$ cat src/rtl/obi_hetic_mt.sv
// Multi-target HETI interrupt controller: per-line gateway, per-target arbiter and claim/ack,
// configured through an OBI subordinate. Optional input synchronizer: define HETIC_SYNC_EN.
module obi_hetic_mt #(
    parameter int unsigned NrIrqLines = 64,
    parameter int unsigned NrIrqPrios = 32,
    parameter int unsigned NrTargets  = 2
) (
    input  logic                                     clk_i,
    input  logic                                     rst_i,
    input  logic                                     obi_req_i,
    output logic                                     obi_gnt_o,
    input  logic [31:0]                              obi_addr_i,
    input  logic                                     obi_we_i,
    input  logic [3:0]                               obi_be_i,
    input  logic [31:0]                              obi_wdata_i,
    output logic                                     obi_rvalid_o,
    output logic [31:0]                              obi_rdata_o,
    output logic                                     obi_err_o,
    input  logic [NrIrqLines-1:0]                    ext_irqs_i,
    output logic [NrTargets-1:0]                     irq_valid_o,
    output logic [NrTargets*$clog2(NrIrqLines)-1:0]  irq_id_o,
    output logic [NrTargets*$clog2(NrIrqPrios)-1:0]  irq_level_o,
    output logic [NrTargets-1:0]                     irq_heti_o,
    output logic [NrTargets-1:0]                     irq_nest_o,
    input  logic [NrTargets-1:0]                     irq_ack_i,
    input  logic [NrTargets*$clog2(NrIrqLines)-1:0]  irq_ack_id_i
);

    localparam int unsigned IrqWidth  = $clog2(NrIrqLines);
    localparam int unsigned PrioWidth = $clog2(NrIrqPrios);
    localparam int unsigned TgtWidth  = (NrTargets > 1) ? $clog2(NrTargets) : 1;
    localparam logic [31:0] ThrBase   = 32'h0000_0400;

    // ---------------------------------------------------------------------------------------
    // Input conditioning
    // ---------------------------------------------------------------------------------------
    logic [NrIrqLines-1:0] irq_in;

`ifdef HETIC_SYNC_EN
    logic [NrIrqLines-1:0] sync1_q, sync2_q;

    always_ff @(posedge clk_i) begin
        if (rst_i) begin
            sync1_q <= '0;
            sync2_q <= '0;
        end else begin
            sync1_q <= ext_irqs_i;
            sync2_q <= sync1_q;
        end
    end

    assign irq_in = sync2_q;
`else
    assign irq_in = ext_irqs_i;
`endif

    // ---------------------------------------------------------------------------------------
    // State
    // ---------------------------------------------------------------------------------------
    logic [NrIrqLines-1:0] ie_q, ie_d, ip_q, ip_d, heti_q, heti_d, nest_q, nest_d, hist_q;
    logic [1:0]            trig_q [NrIrqLines];
    logic [1:0]            trig_d [NrIrqLines];
    logic [PrioWidth-1:0]  prio_q [NrIrqLines];
    logic [PrioWidth-1:0]  prio_d [NrIrqLines];
    logic [TgtWidth-1:0]   tgt_q  [NrIrqLines];
    logic [TgtWidth-1:0]   tgt_d  [NrIrqLines];
    logic [PrioWidth-1:0]  thr_q  [NrTargets];
    logic [PrioWidth-1:0]  thr_d  [NrTargets];

    // ---------------------------------------------------------------------------------------
    // Address decode
    // ---------------------------------------------------------------------------------------
    logic [31:0]          word_idx, thr_off;
    logic                 line_hit, thr_hit, wr_line, wr_thr;
    logic [IrqWidth-1:0]  line_idx;
    logic [TgtWidth-1:0]  thr_idx;

    assign word_idx = {20'd0, obi_addr_i[13:2]};
    assign thr_off  = word_idx - ThrBase;
    assign line_hit = word_idx < NrIrqLines;
    assign thr_hit  = (word_idx >= ThrBase) && (thr_off < NrTargets);
    assign line_idx = word_idx[IrqWidth-1:0];
    assign thr_idx  = thr_off[TgtWidth-1:0];
    assign wr_line  = obi_req_i & obi_we_i & line_hit;
    assign wr_thr   = obi_req_i & obi_we_i & thr_hit;

    logic unused_bits;
    assign unused_bits = ^{obi_addr_i[31:14], obi_addr_i[1:0], obi_wdata_i, obi_be_i[3]};

    // ---------------------------------------------------------------------------------------
    // OBI response
    // ---------------------------------------------------------------------------------------
    logic [31:0] rdata_d, rdata_q;
    logic        rvalid_q, err_q;

    always_comb begin
        rdata_d = '0;
        if (obi_req_i && !obi_we_i) begin
            if (line_hit) begin
                rdata_d[0]                 = ie_q[line_idx];
                rdata_d[1]                 = ip_q[line_idx];
                rdata_d[3:2]               = trig_q[line_idx];
                rdata_d[4]                 = heti_q[line_idx];
                rdata_d[5]                 = nest_q[line_idx];
                rdata_d[8 +: PrioWidth]    = prio_q[line_idx];
                rdata_d[16 +: TgtWidth]    = tgt_q[line_idx];
            end else if (thr_hit) begin
                rdata_d[PrioWidth-1:0]     = thr_q[thr_idx];
            end
        end
    end

    always_ff @(posedge clk_i) begin
        if (rst_i) begin
            rvalid_q <= 1'b0;
            rdata_q  <= '0;
            err_q    <= 1'b0;
        end else begin
            rvalid_q <= obi_req_i;
            rdata_q  <= rdata_d;
            err_q    <= obi_req_i & ~(line_hit | thr_hit);
        end
    end

    assign obi_gnt_o    = obi_req_i;
    assign obi_rvalid_o = rvalid_q;
    assign obi_rdata_o  = rdata_q;
    assign obi_err_o    = err_q;

    // ---------------------------------------------------------------------------------------
    // Claim/ack: only the target a line is routed to may clear it
    // ---------------------------------------------------------------------------------------
    logic [NrTargets-1:0]  ack_ok;
    logic [NrIrqLines-1:0] ack_clr;

    always_comb begin
        logic [IrqWidth-1:0] ack_id;
        ack_id  = '0;
        ack_ok  = '0;
        ack_clr = '0;
        for (int t = 0; t < NrTargets; t++) begin
            ack_id = irq_ack_id_i[t*IrqWidth +: IrqWidth];
            if (irq_ack_i[t] && (32'(ack_id) < NrIrqLines) &&
                (tgt_q[ack_id] == TgtWidth'(t))) begin
                ack_ok[t]       = 1'b1;
                ack_clr[ack_id] = 1'b1;
            end
        end
    end

    // ---------------------------------------------------------------------------------------
    // Gateway
    // ---------------------------------------------------------------------------------------
    logic [NrIrqLines-1:0] gw_set;

    always_comb begin
        gw_set = '0;
        for (int i = 0; i < NrIrqLines; i++) begin
            case (trig_q[i])
                2'b00:   gw_set[i] = irq_in[i];
                2'b10:   gw_set[i] = ~irq_in[i];
                2'b01:   gw_set[i] = irq_in[i] & ~hist_q[i];
                default: gw_set[i] = ~irq_in[i] & hist_q[i];
            endcase
        end
    end

    // ---------------------------------------------------------------------------------------
    // Register next state; ip precedence is ack clear > gateway set > software write
    // ---------------------------------------------------------------------------------------
    always_comb begin
        ie_d   = ie_q;
        ip_d   = ip_q;
        heti_d = heti_q;
        nest_d = nest_q;
        trig_d = trig_q;
        prio_d = prio_q;
        tgt_d  = tgt_q;
        thr_d  = thr_q;
        if (wr_line) begin
            if (obi_be_i[0]) begin
                ie_d[line_idx]   = obi_wdata_i[0];
                ip_d[line_idx]   = obi_wdata_i[1];
                trig_d[line_idx] = obi_wdata_i[3:2];
                heti_d[line_idx] = obi_wdata_i[4];
                nest_d[line_idx] = obi_wdata_i[5];
            end
            if (obi_be_i[1]) prio_d[line_idx] = obi_wdata_i[8 +: PrioWidth];
            if (obi_be_i[2]) tgt_d[line_idx]  = obi_wdata_i[16 +: TgtWidth];
        end
        if (wr_thr && obi_be_i[0]) thr_d[thr_idx] = obi_wdata_i[PrioWidth-1:0];
        ip_d = (ip_d | gw_set) & ~ack_clr;
    end

    always_ff @(posedge clk_i) begin
        if (rst_i) begin
            ie_q   <= '0;
            ip_q   <= '0;
            heti_q <= '0;
            nest_q <= '0;
            hist_q <= '0;
            trig_q <= '{default: '0};
            prio_q <= '{default: '0};
            tgt_q  <= '{default: '0};
            thr_q  <= '{default: '0};
        end else begin
            ie_q   <= ie_d;
            ip_q   <= ip_d;
            heti_q <= heti_d;
            nest_q <= nest_d;
            hist_q <= irq_in;
            trig_q <= trig_d;
            prio_q <= prio_d;
            tgt_q  <= tgt_d;
            thr_q  <= thr_d;
        end
    end

    // ---------------------------------------------------------------------------------------
    // Arbitration: highest priority wins, ascending scan with strict compare keeps lowest index
    // ---------------------------------------------------------------------------------------
    logic [NrTargets-1:0]           valid_d, valid_q, heti_o_d, heti_o_q, nest_o_d, nest_o_q;
    logic [NrTargets*IrqWidth-1:0]  id_d, id_q;
    logic [NrTargets*PrioWidth-1:0] level_d, level_q;

    always_comb begin
        logic                 found;
        logic [PrioWidth-1:0] best_prio;
        logic [IrqWidth-1:0]  best_id;
        found     = 1'b0;
        best_prio = '0;
        best_id   = '0;
        valid_d   = '0;
        heti_o_d  = '0;
        nest_o_d  = '0;
        id_d      = '0;
        level_d   = '0;
        for (int t = 0; t < NrTargets; t++) begin
            found     = 1'b0;
            best_prio = '0;
            best_id   = '0;
            for (int i = 0; i < NrIrqLines; i++) begin
                if (ie_q[i] && ip_q[i] && (tgt_q[i] == TgtWidth'(t)) &&
                    (prio_q[i] > thr_q[t])) begin
                    if (!found || (prio_q[i] > best_prio)) begin
                        found     = 1'b1;
                        best_prio = prio_q[i];
                        best_id   = IrqWidth'(i);
                    end
                end
            end
            // The claimed line is still visible in state this cycle; hide it for one cycle.
            valid_d[t]                        = found & ~ack_ok[t];
            id_d[t*IrqWidth +: IrqWidth]      = best_id;
            level_d[t*PrioWidth +: PrioWidth] = best_prio;
            heti_o_d[t]                       = found & heti_q[best_id];
            nest_o_d[t]                       = found & nest_q[best_id];
        end
    end

    always_ff @(posedge clk_i) begin
        if (rst_i) begin
            valid_q  <= '0;
            id_q     <= '0;
            level_q  <= '0;
            heti_o_q <= '0;
            nest_o_q <= '0;
        end else begin
            valid_q  <= valid_d;
            id_q     <= id_d;
            level_q  <= level_d;
            heti_o_q <= heti_o_d;
            nest_o_q <= nest_o_d;
        end
    end

    assign irq_valid_o = valid_q;
    assign irq_id_o    = id_q;
    assign irq_level_o = level_q;
    assign irq_heti_o  = heti_o_q;
    assign irq_nest_o  = nest_o_q;

endmodule

$ cat config.mk
export PLATFORM = sky130hd
export DESIGN_NAME = obi_hetic_mt
export DESIGN_NICKNAME = d
export VERILOG_FILES = /design/src/rtl/obi_hetic_mt.sv
export SDC_FILE = /design/constraint.sdc
export NUM_CORES = 2
export LEC_CHECK = 0
export CORE_MARGIN = 3
export CORE_UTILIZATION = 45
export DETAILED_ROUTE_END_ITERATION = 6
export SYNTH_ARGS = -nofsm -noshare
export SYNTH_HDL_FRONTEND = slang
export SYNTH_SLANG_ARGS = --single-unit
$ cat constraint.sdc
create_clock -name clk_i -period 306.4 [get_ports clk_i]
set_clock_uncertainty 0.05 [all_clocks]
set_input_delay 61.28 -clock clk_i [delete_from_list [all_inputs] [get_ports clk_i]]
set_output_delay 61.28 -clock clk_i [all_outputs]
set_load 0.03 [all_outputs]
==> results.yml <==
status:
  status: "complete, but fails checks"
  violations: "design-rule violations"
global_route:
  grt_use_met3_pct: 9.20
  grt_max_degree: 219
  busiest_layer: "met2"
  grt_util_met2_pct: 55.5
  grt_pass1_wl_microns: 636000
  antenna_found_initial: 30
  grt_overflow: 0
  use_met1_pct: 48.3
  grtUsageTotal_pct: 36.8
  grt_pass1_vias: 98000
clock_tree:
  clkLatencyLatePin_ns: 0.80
  clkTransAtPathRegs_ns: 0.06
  cts_resized: 0
  clock_sinks: 884
  ctsLongestPathBuffers: 3
  cts_setup_buffers: 0
  cts-root-buf: "clkbuf_16"
  tritoncts: "done"
  cts_htree_levels: 3
  hold_buffers: 0
  numCtsBuffers: 107
place:
  hpwl_microns: 316000
  io_buffers: 151
  gp_congestion: 1.00
  dp.cells: 15300
floorplan:
  die_w_microns: 472
  coreArea_sq_mm: 0.215
  dieArea_sq_mm: 0.223
  num_rows: 170
  die_h_microns: 472
  io_pins: 213
  start_util_pct: 45.4
timing:
  tightest_slew_ns: 1.44
  finalCritPeriodShare_pct: 41.2
  final.min_clock_period_ns: 126.29
  slew_viol_final: 0
  relSlewSlack_pct: 3.42
  hold_viol_final: 0
  finalSetupTns_ns: 0
  finalSetupViolCount: 0
  rsz0062_at_grt: "false"
  max_freq_ghz: 0.00792
flow_run:
  max-cap-violations: 0
pwr:
  intPower_uw: 196
  clockPowerShare_pct: 49.6
  leakagePower_uw: 0.0393
  p_seq_share_pct: 43.6
  comb_power_share_pct: 6.8
  sw_frac_of_total_pct: 27.2
  power.net_switching_uw: 73.3
  power.density_mw_per_mm2: 2.60
  fin_total_pwr_uw: 270
  peakVddDrop_v: 0.00000501
finish:
  fillers: 21300
  final_cells: 15500
  syn_to_final_growth_pct: 6.21
  register_area_sq_mm: 0.0177
  drive_gt1_share_pct: 12.4
  fin_nets: 13800
  multi_input_area_sq_mm: 0.0734
setup_path:
  crit_top_cell: "ha_1"
  cp_slowest_cell: "o311ai_2"
  cp-start-kind: "flip-flop"
  cp-end-kind: "flip-flop"
  cp_data_required_time_ns: 307.03
  rr_startpoint: "thr_q[3]"
  r2r_end: "irq_nest_o[1]"
  cpPeakStageDelay_ns: 0.82
  reg2reg_depth: 528
  worstSetupPathType: "flip-flop to flip-flop"
  reg2reg_slack_ns: 180.11
  cp-endpoint: "irq_nest_o[1]"
  cp_max_fo: 42
  crit_arrival_ns: 126.93
  critPathLaunch: "thr_q[3]"
synthesis:
  synth-seq-cells: 884
  synthTopCellsByCount: "nand2_1, a21oi_1, ha_1"
  postSynthAreaPerCell_sq_um: 7.64
  yosys-top-cells-area: "dfxtp_1, ha_1, nand2_1, a21oi_1, nand3_1"
  ys.flop_type: "dfxtp_1"
  yosys.area.top_type: "dfxtp_1"
  synth_edf_count: 0
  synth_top_area_share_pct: 18.1
  yosysSeqAreaShare_pct: 18.1
  async_flop_share_pct: 0
  netlist_area_sq_mm: 0.0977
  synth_cell_types: 215
  yosysMostFrequentCell: "nand2_1"
  syn_inst: 12800
  synth_warnings: 0
routing:
  antenna_left: 0
  first_pass_iters: 7
  drt_iter0_drc: 12500
  postRouteWirelength_microns: 432000
  via_per_inst: 6.73
  drc_errors: 1
  vias: 105000
  wl_per_cell_microns: 27.8
min_path:
  hold_class: "flip-flop to flip-flop"
state kept, by name (all words and copies together) (netlist names), 2 cells and up:
register,count
irq_valid_o,2
ie_q,64
obi_rdata_o,12
prio_q,320
irq_nest_o,2
tgt_q,64
trig_q,128
heti_q,64
irq_level_o,10
nest_q,64
thr_q,10
irq_id_o,12
hist_q,64
irq_heti_o,2
ip_q,64
stage by stage:
stage	cell area, sq um	hold slack, ns	util [%]	setup slack [ns]
floorplan	97800	0.386	-	183.65
global placement	100000	0.392	46.5	182.61
detailed placement	100000	0.397	46.5	182.00
CTS	104000	0.405	48.2	181.52
global route	104000	0.419	48.2	171.10
finish	104000	0.402	48.2	180.11
worst min path at each step:
stage / slack (ns) / depth (start not counted) / endpoint / start
after floorplan: 0.39 / 2 / nest_q[63] / nest_q[63]
after global placement: 0.39 / 2 / prio_q[95] / prio_q[95]
after detailed placement: 0.40 / 2 / prio_q[95] / prio_q[95]
after CTS: 0.40 / 2 / prio_q[95] / prio_q[95]
after global routing: 0.42 / 2 / prio_q[95] / prio_q[95]
final: 0.40 / 2 / prio_q[95] / prio_q[95]
worst max-delay path: cells and delay by family (launching register included):
| family | cells | cell delay, ns |
|---|---|---|
| compound gates | 233 | 57.58 |
| fa+ha+maj | 64 | 20.15 |
| buf+inv | 20 | 2.28 |
| flops | 1 | 0.38 |
| mux | 45 | 13.66 |
| simple gates | 166 | 31.89 |
area by class of cell:
type,count,share of cell area [%]
Multi-Input combinational cell,10700,70.7
Sequential cell,884,17.1
Tap cell,2838,3.42
Timing Repair Buffer,411,3.34
Clock buffer,160,3.04
Inverter,530,1.97
Clock inverter,34,0.425
Antenna cell,25,0.0603
layer usage:
layer | part of all wire (%) | vias to the layer above
met4 | 5.9 | 18
li1 | - | 47200
met3 | 11 | 1171
met1 | 41 | 50500
met5 | 0.089 | -
met2 | 42 | 5746
cell usage in the layout, fill, tap and decap left out, types with 38 or more instances in the layout:
cell type        Yosys  final
dfxtp_1            884    882
o21a_1             216    216
nor3_1             121    118
nand2b_1           109    109
mux2_1              41     41
or2b_2              47     47
a22oi_1            249    249
a21oi_1           1312   1312
a31oi_1            227    226
or3_1               41     41
inv_1              523    515
a21o_2              38     38
o22ai_1             74     74
buf_4               34    257
and3_1              79     75
o21ai_0            545    545
mux2i_1            297    297
o2111ai_1           50     50
a22o_1              73     73
a221oi_1           115    115
nor4_1              65     62
and2_2              56     56
clkbuf_16            0    111
or2_2               44     44
o21ai_1             53     53
ha_1              1062   1062
nor2b_1            240    240
nand4_1             81     81
nand3_1            958    958
a311oi_1            58     57
and4_1              39     39
o211ai_1           101    101
mux2_2             130    130
clkdlybuf4s50_1      1    136
and3_2              74     74
nand2_1           1821   1821
xnor2_1            101    101
nor2_1             675    672
a211oi_1            80     80
power by group through the flow:
| stage | Combinational (uW) | Sequential [uW] | Clock [uW] |
|---|---|---|---|
| 2_1_floorplan | 8.77 | 119 | 0 |
| 3_3_place_gp | 17.1 | 120 | 0 |
| 3_5_place_dp | 17.2 | 120 | 0 |
| 4_1_cts | 17.2 | 117 | 134 |
| 5_1_grt | 18.5 | 117 | 138 |
| 6_report | 18.4 | 117 | 134 |
logic make-up (layout without fill, tap and decap cells):
family	Yosys count	after routing	synth area share (%)
and+or+nand+nor	4850	4850	24.6
AOI/OAI and AO/OA	4036	4036	29.1
buffers and inverters	1272	1135	7.03
adders and majority gates	1083	1083	13.8
DFF	884	884	18.1
muxes	537	537	6.09
xor gates and xnor gates	136	136	1.28
other	1	45	0.00384
(Power assumes the default switching activity.)
